===== src/rtl/lynx_vfetch.sv =====
// Raster counters, VRAM fetch addressing and 1bpp RGB serialiser; 2-ce counter-to-pin pipeline, advances only on ce.
// Optional alternate green plane source is enabled by defining LYNX_VFETCH_ALTGREEN_EN.
module lynx_vfetch #(
  parameter int HA  = 256,
  parameter int HT  = 384,
  parameter int HS0 = 296,
  parameter int HS1 = 328,
  parameter int VA  = 248,
  parameter int VT  = 312,
  parameter int VS0 = 272,
  parameter int VS1 = 276
) (
  input  logic        clock,
  input  logic        reset,
  input  logic        ce,
  output logic [12:0] a,
  input  logic [7:0]  qr,
  input  logic [7:0]  qg,
  input  logic [7:0]  qb,
`ifdef LYNX_VFETCH_ALTGREEN_EN
  input  logic [7:0]  qa,
  input  logic        altg,
`endif
  output logic        r,
  output logic        g,
  output logic        b,
  output logic        hsync,
  output logic        vsync,
  output logic        blank
);

  localparam logic [8:0] HA9  = 9'(HA);
  localparam logic [8:0] HT9  = 9'(HT);
  localparam logic [8:0] HS09 = 9'(HS0);
  localparam logic [8:0] HS19 = 9'(HS1);
  localparam logic [8:0] VA9  = 9'(VA);
  localparam logic [8:0] VT9  = 9'(VT);
  localparam logic [8:0] VS09 = 9'(VS0);
  localparam logic [8:0] VS19 = 9'(VS1);

  logic [8:0] x, y;
  logic [8:0] y_inc, fx, fy, nx, ny;
  logic       wrap_x, ahead, fetch, load, active, hs_on, vs_on;
  logic [7:0] sr, sg, sb;
  logic [7:0] g_src;

  always_comb begin
    wrap_x = (x == HT9 - 9'd1);
    ahead  = (x >= HT9 - 9'd2);
    y_inc  = (y == VT9 - 9'd1) ? 9'd0 : y + 9'd1;
    // Fetch runs two pixels ahead; near end of line it targets the next line.
    fx     = ahead ? x - (HT9 - 9'd2) : x + 9'd2;
    fy     = ahead ? y_inc : y;
    nx     = wrap_x ? 9'd0 : x + 9'd1;
    ny     = wrap_x ? y_inc : y;
    fetch  = (fx < HA9) && (fx[2:0] == 3'd0) && (fy < VA9);
    load   = (x[2:0] == 3'd7) && (nx < HA9) && (ny < VA9);
    active = (x < HA9) && (y < VA9);
    hs_on  = (x >= HS09) && (x < HS19);
    vs_on  = (y >= VS09) && (y < VS19);
  end

`ifdef LYNX_VFETCH_ALTGREEN_EN
  logic altg_q;

  always_ff @(posedge clock or negedge reset) begin
    if (!reset) begin
      altg_q <= 1'b0;
    end else if (ce && wrap_x) begin
      altg_q <= altg;
    end
  end

  // The line's first group loads on the same ce that samples altg.
  assign g_src = (wrap_x ? altg : altg_q) ? qa : qg;
`else
  assign g_src = qg;
`endif

  always_ff @(posedge clock or negedge reset) begin
    if (!reset) begin
      x     <= 9'd0;
      y     <= 9'd0;
      a     <= 13'd0;
      sr    <= 8'd0;
      sg    <= 8'd0;
      sb    <= 8'd0;
      r     <= 1'b0;
      g     <= 1'b0;
      b     <= 1'b0;
      hsync <= 1'b1;
      vsync <= 1'b1;
      blank <= 1'b1;
    end else if (ce) begin
      x <= nx;
      y <= ny;
      if (fetch) begin
        a <= {fy[7:0], fx[7:3]};
      end
      if (x[2:0] == 3'd7) begin
        sr <= load ? qr    : 8'd0;
        sg <= load ? g_src : 8'd0;
        sb <= load ? qb    : 8'd0;
      end else begin
        sr <= {sr[6:0], 1'b0};
        sg <= {sg[6:0], 1'b0};
        sb <= {sb[6:0], 1'b0};
      end
      r     <= sr[7] & active;
      g     <= sg[7] & active;
      b     <= sb[7] & active;
      blank <= !active;
      hsync <= !hs_on;
      vsync <= !vs_on;
    end
  end

endmodule


===== config.mk =====
export PLATFORM = sky130hd
export DESIGN_NAME = lynx_vfetch
export DESIGN_NICKNAME = d
export VERILOG_FILES = /design/src/rtl/lynx_vfetch.sv
export SDC_FILE = /design/constraint.sdc
export NUM_CORES = 1
export LEC_CHECK = 0
export BUFFER_PORTS_ARGS = -buffer_cell sky130_fd_sc_hd__clkbuf_2
export CELL_PAD_IN_SITES_DETAIL_PLACEMENT = 1
export CELL_PAD_IN_SITES_GLOBAL_PLACEMENT = 1
export CORE_AREA = 2 2 86 88
export DETAILED_ROUTE_END_ITERATION = 10
export DIE_AREA = 0 0 88 90
export PLACE_DENSITY_LB_ADDON = 0.05
export SYNTH_ARGS = -nofsm -noshare
export SYNTH_HDL_FRONTEND = slang
export SYNTH_SLANG_ARGS = --single-unit

===== constraint.sdc =====
create_clock -name clock -period 3.95 [get_ports clock]
set_clock_uncertainty 0.05 [all_clocks]
set_input_delay 0.1975 -clock clock [delete_from_list [all_inputs] [get_ports clock]]
set_output_delay 0.1975 -clock clock [all_outputs]
set_load 0.01 [all_outputs]

Word-level counts from Yosys, hierarchy flattened

Index checks and enable logic that the tools add are counted.

Register bits after elaboration: 61
Input bits: 27
Output and inout port bits: 19

$add $sub $neg: 4
Order comparisons: 11
Equality and inequality tests: 3
Mux-type cells: 11
Bitwise gates (word level): 3
Reduce and logical (&&, ||, !) cells: 12

Operators with widths:

| kind                  | count |
|---|---|
| $mux W8               | 6 |
| $lt A9 B9 Y1 const B  | 5 |
| $mux W9               | 5 |
| $ge A9 B9 Y1 const B  | 3 |
| $lt A9 B8 Y1 const B  | 3 |
| $add A9 B1 Y9 const B | 2 |
| $eq A9 B9 Y1 const B  | 2 |
| $add A9 B2 Y9 const B | 1 |
| $sub A9 B9 Y9 const B | 1 |
| $logic_and A1 B1 Y1   | 7 |
| $and A1 B1 Y1         | 3 |
| $eq A3 B3 Y1 const B  | 1 |
| $logic_not A1 Y1      | 3 |
| $logic_not A3 Y1      | 1 |
| $reduce_and A2 Y1     | 1 |

Logic depth before layout (Yosys ltp)

Gate-level depths: netlist of run 1.

Depth after elaboration: 7
Gate-level depth with buffers: 9
Depth with buffers taken out: 7

Worst setup path after synthesis of run 1

OpenSTA, ideal clock, no wires.

Path type: reg-to-reg
Start: reg y[7]
End: reg a[0]
Library setup time: 0.125 ns
Arrival: 2.275 ns
Data required time: 3.775 ns
Path slack: 1.500 ns
Stages on the path, launching flop included: 9
Clock period less this slack: 2.450 ns
Cells stage by stage: dfrtp_1 -> buf_6 -> or4b_4 -> o21ai_2 -> o21ai_1 -> a32o_2 -> a211oi_4 -> buf_6 -> mux2_4

Word-level cells in the longest chain between the ends: 6
Elaborated cells on any way between the ends: 7
Those cells by class: 1 x add/sub; 1 x order compare; 1 x eq/ne; 2 x mux; 2 x reduce/logical

Ends and longest elaborated chain:

| item                                          | line | source |
|---|---|---|
| start: declaration                            | 41   | `logic [8:0] x, y;` |
| start signal: assignment                      | 96   | `y <= ny;` |
| $add A9 B1 Y9 or $eq A9 B9 Y1 (tied branches) | 50   | `y_inc = (y == VT9 - 9'd1) ? 9'd0 : y + 9'd1;` |
| $mux W9                                       | 50   |  |
| $mux W9 *                                     | 53   | `fy = ahead ? y_inc : y;` |
| $lt A9 B8 Y1 *                                | 56   | `fetch = (fx < HA9) && (fx[2:0] == 3'd0) && (fy < VA9);` |
| $logic_and A1 B1 Y1 *                         | 56   |  |
| $reduce_and A2 Y1 (no source line) *          | n/a  |  |
| end signal: assignment                        | 98   | `a <= {fy[7:0], fx[7:3]};` |
| end: declaration                              | 16   | `output logic [12:0] a,` |

Mark *: on every way between the ends. The rest lies on a longest branch, timed or not.
A chain may end at the register's enable or synchronous reset.

Final worst setup path of run 1

Start: reg x[2]
End: reg a[6]

Word-level cells in the longest chain between the ends: 6
Elaborated cells on any way between the ends: 11
Those cells by class: 2 x add/sub; 3 x order compare; 2 x mux; 4 x reduce/logical

Ends and longest elaborated chain:

| item                                             | line | source |
|---|---|---|
| start: declaration                               | 41   |  |
| start signal: assignment                         | 95   | `x <= nx;` |
| $add A9 B2 Y9 (tied with other cells)            | 52   | `fx = ahead ? x - (HT9 - 9'd2) : x + 9'd2;` |
| $mux W9                                          | 52   |  |
| $lt A9 B9 Y1 or $logic_not A3 Y1 (tied branches) | 56   |  |
| $logic_and A1 B1 Y1 (2 in series)                | 56   |  |
| $reduce_and A2 Y1 (no source line)               | n/a  |  |

Parallel ways exist; a longest one is shown, timed or not.

==> results of run 1 <==
==> metal layers <==
layer	up-vias	GRT usage, %	part of all wire [%]
met2	50	32.6	47
met5	-	0	0
met3	13	3.76	3.6
met4	0	8.46	2.0
met1	1244	28.5	47
li1	1230	-	-
==> synth_stat cells (all sizes together), types with 3 or more instances <==
library cell and count:
nand4 5, mux2 10, a32o 3, dfrtp 58, nor2 22, clkbuf 12, o21ai 18, a211oi 3
and2 5, a21oi 7, a31oi 3, nand2 20, a22o 7, a221o 21, and3 4, nor3b 18
and4 4, buf 11, nor3 5, inv 9, ha 7, dfstp 3, nand3 14, xnor2 14
==> registers in the layout, summed over array words and instances, names as in the netlist <==
name,count
sr,8
g,1
sb,8
vsync,1
x,9
sg,8
blank,1
a,13
y,9
hsync,1
b,1
r,1
==> path summary, 6_finish.rpt <==
check	from	endpoint	slack, ps
setup / recovery	x[2]	a[6]	1060
hold / removal	qb[0]	sb[0]	20
setup reg to reg	x[2]	a[6]	1060
hold reg to reg	blank	blank	440
max in group asynchronous	reset	hsync	2500
min in group asynchronous	reset	y[3]	410
==> cell type report <==
| type | instances | area, µm² |
|---|---|---|
| Clock buffer | 11 | 151 |
| Clock inverter | 5 | 42.5 |
| Fill cell | 791 | 3310 |
| Inverter | 10 | 37.5 |
| Multi-Input combinational cell | 216 | 1560 |
| Sequential cell | 61 | 1530 |
| Tap cell | 99 | 124 |
| Timing Repair Buffer | 51 | 273 |
==> power by group through the flow <==
stage          Sequential [µW]  Clock (µW)  Combinational (µW)
2_1_floorplan              915           0                 387
3_3_place_gp               938           0                 519
3_5_place_dp               942           0                 535
4_1_cts                    933         553                 536
5_1_grt                    962         576                 592
6_report                   931         534                 527
==> metrics by stage <==
step                      area (µm²)  instances  setup slack [ps]
final                           3710        453              1060
after global routing            3710        453               716
after CTS                       3710        453              1040
after detailed placement        3510        436              1060
after global placement          3510        436              1130
after floorplan                 3230        310              1500
==> cells by family (layout without fill, tap and decap cells) <==
group | Yosys count | after routing
simple gates | 105 | 105
mux | 10 | 10
compound gates | 78 | 78
xor+xnor | 16 | 16
flops | 61 | 61
fa+ha+maj | 7 | 7
buf+inv | 33 | 77
==> timing repair <==
action / 4_1_cts / 5_1_grt
endpoints found under the hold margin: 27 / 0
hold buffers: 1 / 0
resized for setup: 0 / 0
==> out/metrics.yaml, run 1 <==
switchingPower_uw: 645
slew_headroom_pct: 48.2
final_util_pct: 52.9
leakagePower_uw: 0.00162
synthMuxAreaShare_pct: 4.29
antenna_found_initial: 0
cp_slowest_stage_delay_ps: 650
p_per_area_nw_per_um2: 536
root_buffer: "clkbuf_8"
period_needed_ps: 2890
maxCapViolCount: 0
yosysTopAreaCell: "dfrtp_1"
initial_core_util_pct: 46.1
cp.required_ps: 4120
die_h_um: 90
path_max_fanout: 12
die_area_um2: 7920
drive_gt1_share_pct: 24.0
fmax_mhz: 346
via_count: 2537
cp_num_cells: 8
rows: 31
p_sw_share_pct: 32.4
synth_area_um2: 3230
wl_mm: 7.53
antenna_left: 0
cp_data_arrival_time_ps: 3060
diodes: 0
io_buffers: 45
seq_power_share_pct: 46.7
ys.flop_type: "dfrtp_1"
post-route-period-util_pct: 73.2
p_int_uw: 1350
whs_path_depth: 2
fin_nets: 383
vdd_drop_max_uv: 233
post-dp-hpwl_mm: 5.28
rsz0062_at_grt: "false"
finalSetupViolations: 0
crit_chain: "ha_1, nand3_1, o21ai_0, buf_4, o21ai_1, a32o_2, a211oi_4, mux2_2"
synth-simple-area-share_pct: 17.7
seq_area_frac_synth_pct: 47.3
fin_hold_ws_ps: 17.3
worst_pin_slew_ps: 778
grt_pass1_vias: 2607
grt_max_degree: 34
cp_slowest_cell: "a211oi_4"
clk_latency_ps: 340
drv_slew: 0
finalSetupTns_ps: 0
cts_tree: "yes"
syn_nets: 344
mostFrequentLayoutCells: "58 x dfrtp_1, 45 x clkbuf_2, 22 x nor2_1"
core_um2: 7020
synth_edf_count: 0
synth_cell_types: 50
first_pass_iters: 5
clkPwrFrac_pct: 26.8
drt_iter0_drc: 127
synth_compound_area_share_pct: 19.1
critPathKind: "reg2reg"
drt-vias-per-instance: 5.60
grt.total_usage_pct: 20.9
outcome: "completed"
start_kind: "flip-flop"
fp.dieW_um: 88
clock_sinks: 61
clkTransAtPathRegs_ps: 80
synth_seq_cells: 61
yosys.area_share.adder_pct: 2.71
yosysWarnings: 0
cp-end-kind: "flip-flop"
htreeDepth: 3
postSynthAreaPerCell_um2: 10.4
routedWlPerCell_um: 16.6
gr-total-overflow: 0
synth_top_family_by_area: "compound AO/OA/AOI/OAI gates"
power_uw: 1990
drc: 0
synthCells: 310
numCtsBuffers: 9
async_reset_ff_share_pct: 100
gp_congestion: 0.839
path_delay_family: "compound AO/OA/AOI/OAI gates"
r2r_cells: 8
yosys.area.top_type_share_pct: 44.9
ios: 46
crit_buf_inv: 1
grt_pass1_wl_mm: 13.0
netlist_top_cells_area: "dfrtp_1 45%, a221o_1 6.5%, nor3b_1 4.2%"
finalHoldViolCount: 0
cts.path.max_buffers: 2
combPwrFrac_pct: 26.5
final_common_cell: "dfrtp_1"
worst_hold_path_type: "in2reg"
synth_xor_area_share_pct: 4.33
post-cts-setup-buffers: 0
syn2layout_area_growth_pct: 14.9
No activity file was read; power rests on OpenSTA's default activity.
==> inputs of run 2 (changes only) <==
- ABC_AREA: default -> 1
- CORE_AREA: 2 2 86 88 -> 2 2 93 95
- DIE_AREA: 0 0 88 90 -> 0 0 95 97
- clock period: 3.95 -> 2.7 ns (I/O delays scaled with it)
==> out/metrics.yaml, run 2 <==
netlist_top_cells_area: "dfrtp_1 43%, nand2_1 11%, nand3_1 7.8%"  # was dfrtp_1 45%, a221o_1 6.5%, nor3b_1 4.2%
syn_nets: 460  # was 344
crit_path_frequent_cell: "nand2_1"
cp-end-kind: "flip-flop"  # unchanged
numCtsBuffers: 9  # unchanged
postSynthAreaPerCell_um2: 7.87  # was 10.4 µm²
post-route-period-util_pct: 84.5  # was 73.2%
vdd_drop_max_uv: 338  # was 233 µV
post-dp-hpwl_mm: 5.93  # was 5.28 mm
synth_edf_count: 0  # unchanged
clk_latency_ps: 340  # about the same
yosysWarnings: 0  # unchanged
largest_register: "a"  # unchanged
seq_area_frac_synth_pct: 45.6  # was 47.3%
start_kind: "flip-flop"  # unchanged
root_buffer: "clkbuf_8"  # unchanged
routedWlPerCell_um: 14.2  # was 16.6 µm
fmax_mhz: 438  # was 346 MHz
cp_slowest_cell: "nor2_4"  # was a211oi_4
first_pass_iters: 4  # was 5
slew_headroom_pct: 53.3  # was 48.2%
final_common_cell: "nand2_1"  # was dfrtp_1
mostFrequentLayoutCells: "100 x nand2_1, 58 x dfrtp_1, 52 x nand3_1"  # was 58 x dfrtp_1, 45 x clkbuf_2, 22 x nor2_1
combPwrFrac_pct: 27.0  # was 26.5%
ctsResizeCount: 0  # unchanged
period_needed_ps: 2280  # was 2890 ps
diodes: 0  # unchanged
instances_no_fill: 602  # was 453
die_area_um2: 9220  # was 7920 µm²
cts_tree: "yes"  # unchanged
fp.dieW_um: 95  # was 88 µm
dp.cells: 562  # was 436
seq_power_share_pct: 47.4  # was 46.7%
antenna_found_initial: 0  # unchanged
grt_pass1_wl_mm: 15.1  # was 13.0 mm
cp.required_ps: 2910  # was 4120 ps
yosysTopAreaCell: "dfrtp_1"  # unchanged
yosys.cell_count.top_type: "nand2_1"  # was dfrtp_1
rsz0062_at_grt: "false"  # unchanged
rows: 33  # was 31
initial_core_util_pct: 41.2  # was 46.1%
gp_congestion: 0.850  # was 0.839
switchingPower_uw: 1000  # was 645 µW
yosys-top-cells-count: "100 x nand2_1, 58 x dfrtp_1, 52 x nand3_1"  # was 58 x dfrtp_1, 22 x nor2_1, 21 x a221o_1
clock_sinks: 61  # unchanged
drt-vias-per-instance: 5.06  # was 5.60
gr-total-overflow: 0  # unchanged
leakagePower_uw: 0.00199  # was 0.00162 µW
drc: 0  # unchanged
critPathKind: "reg2reg"  # unchanged
grt.total_usage_pct: 20.5  # was 20.9%
core_um2: 8130  # was 7020 µm²
syn2layout_area_growth_pct: 20.4  # was 14.9%
p_int_uw: 1770  # was 1350 µW
wl_mm: 8.55  # was 7.53 mm
finalSetupTns_ps: 0  # unchanged
p_per_area_nw_per_um2: 687  # was 536 nW/µm²
post-cts-setup-buffers: 0  # unchanged
grt_max_degree: 38  # was 34
fin_nets: 526  # was 383
clkPwrFrac_pct: 25.7  # was 26.8%
path_max_fanout: 22  # was 12
path_delay_family: "simple AND/OR/NAND/NOR gates"  # was compound AO/OA/AOI/OAI gates
ios: 46  # unchanged
grt_pass1_vias: 3191  # was 2607
via_count: 3044  # was 2537
final_util_pct: 49.6  # was 52.9%
finalHoldViolCount: 0  # unchanged
top_regs: "a (13), x (9), y (9)"  # unchanged
synth_area_um2: 3350  # was 3230 µm²
outcome: "completed"  # unchanged
drive_gt1_share_pct: 17.7  # was 24.0%
antenna_left: 0  # unchanged
yosys.area.top_type_share_pct: 43.3  # was 44.9%
worst_hold_path_type: "in2reg"  # unchanged
worst_pin_slew_ps: 699  # was 778 ps
crit_buf_inv: 1  # unchanged
htreeDepth: 3  # unchanged
io_buffers: 45  # unchanged
synth_seq_cells: 61  # unchanged
dp_slack_ps: 416  # was 1060 ps
p_sw_share_pct: 36.2  # was 32.4%
drt_iter0_drc: 109  # was 127
largest_reg_flops: 13  # unchanged
die_h_um: 97  # was 90 µm
ys.flop_type: "dfrtp_1"  # unchanged
synth_cell_types: 32  # was 50
async_reset_ff_share_pct: 100  # unchanged
crit_chain: "ha_1, inv_1, nor3_4, nand2_2, nand2_1, nand3_2, nor2_4, nand2_1, o21ai_0"  # was ha_1, nand3_1, o21ai_0, buf_4, o21ai_1, a32o_2, a211oi_4, mux2_2
drv_slew: 0  # unchanged
synthCells: 426  # was 310
finalSetupViolations: 0  # unchanged
cp_slowest_stage_delay_ps: 430  # was 650 ps
maxCapViolCount: 0  # unchanged
cts.path.max_buffers: 2  # unchanged
cp_data_arrival_time_ps: 2490  # was 3060 ps
clkTransAtPathRegs_ps: 70  # was 80 ps
setup_ws_ps: 418  # was 1060 ps
-- run 2: worst paths after layout --
kind / startpoint / end / slack [ps] / cells past startpoint
max in group asynchronous: reset / vsync / 1910 / 3
hold / removal: qr[2] / sr[2] / 8 / 3
hold reg to reg: a[2] / a[2] / 420 / 2
setup / recovery: x[1] / sb[0] / 420 / 9
setup reg to reg: x[1] / sb[0] / 420 / 9
min in group asynchronous: reset / a[7] / 280 / 3
-- run 2: final cells by class --
cell class                      instances  area [µm²]
Clock buffer                           11         131
Clock inverter                          5        27.5
Fill cell                            1015        4100
Inverter                               39         149
Multi-Input combinational cell        307        1570
Sequential cell                        61        1530
Tap cell                              105         131
Timing Repair Buffer                   74         503
-- run 2: routing by layer --
metal | share of wire [%] | track usage (%)
met5 | 0 | 0
met4 | 1.1 | 5.35
met3 | 2.9 | 4.28
met2 | 49 | 34.9
met1 | 47 | 26.1
-- run 2: cells by family after synthesis --
| kind of cell | Yosys count | synth area share (%) |
|---|---|---|
| xor gates and xnor gates | 9 | 2.35 |
| DFF | 61 | 45.6 |
| buffers and inverters | 58 | 7.69 |
| adders and majority gates | 7 | 2.61 |
| and+or+nand+nor | 218 | 30.5 |
| AOI/OAI and AO/OA | 73 | 11.2 |
-- run 2: power groups by stage --
stage	combinational, µW	sequential [µW]	clock [µW]
5_1_grt	873	1350	784
4_1_cts	756	1310	730
6_report	748	1310	713
3_5_place_dp	727	1330	0
2_1_floorplan	488	1320	0
3_3_place_gp	706	1320	0
-- run 2: per-stage QoR --
step                      hold WS (ps)  area [µm²]  total power [µW]
after floorplan                   -211        3350              1810
after global placement             118        3640              2030
after detailed placement           122        3640              2060
after CTS                        0.157        4030              2800
after global routing              3.74        4040              3010
final                             7.87        4040              2770
-- run 2: repair_timing --
item / CTS / global route
hold endpoints to repair: 80 / 1
setup endpoints to repair: 0 / 0
hold buffers: 23 / 1
-- run 2: worst register-to-register path: stages, from the launching register on --
cell	delay [ps]
dfrtp_1	420
ha_1	220
inv_1	90
nor3_4	250
nand2_2	170
nand2_1	110
nand3_2	100
nor2_4	430
nand2_1	160
o21ai_0	190
==> inputs of run 3 (changes only) <==
- clock period: 2.7 -> 2.3 ns (I/O delays scaled with it)
==> out/metrics.yaml, run 3 (synthesis results as in run 2) <==
outcome: "completed"  # unchanged
fp.dieW_um: 95  # unchanged
cp_slowest_stage_delay_ps: 420  # was 430 ps
grt.total_usage_pct: 20.3  # was 20.5%
drc: 0  # unchanged
grt_pass1_wl_mm: 15.0  # was 15.1 mm
first_pass_iters: 6  # was 4
finalSetupTns_ps: 0  # unchanged
ios: 46  # unchanged
crit_buf_inv: 2  # was 1
multi_input_comb_area_um2: 1570  # about the same
diodes: 0  # unchanged
critPathKind: "reg2reg"  # unchanged
post-cts-setup-buffers: 0  # unchanged
worst_hold_path_type: "in2async"  # was in2reg
start_kind: "flip-flop"  # unchanged
path_delay_family: "simple AND/OR/NAND/NOR gates"  # unchanged
post-route-period-util_pct: 90.2  # was 84.5%
largest_reg_flops: 13  # unchanged
fin_nets: 530  # was 526
worst_pin_slew_ps: 377  # was 699 ps
wl_mm: 8.42  # was 8.55 mm
final_common_cell: "nand2_1"  # unchanged
path_max_fanout: 22  # unchanged
dp.cells: 564  # was 562
numCtsBuffers: 9  # unchanged
power_uw: 3420  # was 2770 µW
slew_headroom_pct: 74.9  # was 53.3%
regToRegSetupSlack_ps: 230  # was 420 ps
leakagePower_uw: 0.00202  # was 0.00199 µW
cp-end-kind: "flip-flop"  # unchanged
r2r_cells: 10  # was 9
clock_sinks: 61  # unchanged
period_needed_ps: 2070  # was 2280 ps
antenna_found_initial: 0  # unchanged
via_count: 3034  # was 3044
drt_iter0_drc: 97  # was 109
antenna_left: 0  # unchanged
cp.required_ps: 2500  # was 2910 ps
die_area_um2: 9220  # unchanged
fin_area_um2: 4140  # was 4040 µm²
cp_slowest_cell: "dfrtp_2"  # was nor2_4
initial_core_util_pct: 41.2  # unchanged
nFillCells: 1016  # was 1015
maxCapViolCount: 0  # unchanged
p_per_area_nw_per_um2: 825  # was 687 nW/µm²
grt_pass1_vias: 3166  # was 3191
clkTransAtPathRegs_ps: 80  # was 70 ps
cts.path.max_buffers: 2  # unchanged
root_buffer: "clkbuf_8"  # unchanged
vdd_drop_max_uv: 341  # was 338 µV
crit_chain: "ha_1, inv_1, nor3_4, nand2_2, nand2_1, nand3_2, nor2_4, buf_12, nand2_1, o21ai_0"  # was ha_1, inv_1, nor3_4, nand2_2, nand2_1, nand3_2, nor2_4, nand2_1, o21ai_0
drive_gt1_share_pct: 19.0  # was 17.7%
io_buffers: 45  # unchanged
r2r-start: "x[1]"  # unchanged
mostFrequentLayoutCells: "100 x nand2_1, 57 x dfrtp_1, 52 x nand3_1"  # was 100 x nand2_1, 58 x dfrtp_1, 52 x nand3_1
drv_slew: 0  # unchanged
finalHoldViolCount: 0  # unchanged
cp_data_arrival_time_ps: 2280  # was 2490 ps
placed_area_um2: 3680  # was 3640 µm²
post-dp-hpwl_mm: 5.84  # was 5.93 mm
crit_path_frequent_cell: "nand2_1"  # unchanged
drt-vias-per-instance: 5.01  # was 5.06
rows: 33  # unchanged
instances_no_fill: 606  # was 602
finalSetupViolations: 0  # unchanged
largest_register: "a"  # unchanged
clk_latency_ps: 340  # about the same
seqCellArea_um2: 1530  # about the same
htreeDepth: 3  # unchanged
die_h_um: 97  # unchanged
gp_congestion: 0.844  # was 0.850
routedWlPerCell_um: 13.9  # was 14.2 µm
rsz0062_at_grt: "false"  # unchanged
cts_tree: "yes"  # unchanged
grt_max_degree: 62  # was 38
top_regs: "a (13), x (9), y (9)"  # unchanged
syn2layout_area_growth_pct: 23.6  # was 20.4%
fmax_mhz: 482  # was 438 MHz
core_um2: 8130  # unchanged
gr-total-overflow: 0  # unchanged
r2r-end: "sr[0]"  # was sb[0]
## run 3: final cells by class
cell class                 instances  area share (%)
clock buffer                       9            2.99
clock inverter                     7            1.81
inverter                          39            3.59
multi-input combinational        307            37.9
sequential                        61            37.0
tap                              105            3.17
timing repair buffer              78            13.6
## run 3: how the worst max path moves through the flow
stage                     startpoint  slack (ps)     to  cells after the start
after detailed placement        x[1]         170  sr[0]                     10
after floorplan                 x[1]         490  a[10]                     12
after global routing            y[0]          10  a[12]                     11
after CTS                       x[1]         130  sr[0]                     10
after global placement          x[1]         270   y[4]                      7
final                           x[1]         230  sr[0]                     10
## run 3: metrics by stage
step | worst slack [ps] | utilization [%] | hold WS [ps]
6_report | 226 | 50.9 | 274
5_1_grt | 12.1 | 50.9 | 318
4_1_cts | 135 | 50.9 | 278
3_5_place_dp | 174 | 45.2 | 111
3_3_place_gp | 268 | 45.2 | 111
2_1_floorplan | 488 | - | -231
## run 3: report_power, final
part / switching, µW / total, µW / internal, µW
Combinational: 535 / 907 / 372
Clock: 461 / 964 / 503
Sequential: 203 / 1550 / 1340
## run 3: repair_timing
item / 4_1_cts / 5_1_grt
setup endpoints to repair: 0 / 9
hold endpoints to repair: 83 / 0
hold buffers: 26 / 0
gates resized for setup: 0 / 3
## run 3: layer usage
layer	global-route usage [%]	wire length [µm]
met5	0	0
met4	5.02	72
met3	4.52	230
met2	34.5	4210
met1	26.0	3920
## run 3: worst min-delay path, delay by kind of cell
kind / cells / cell delay, ps
buffers and inverters: 3 / 950
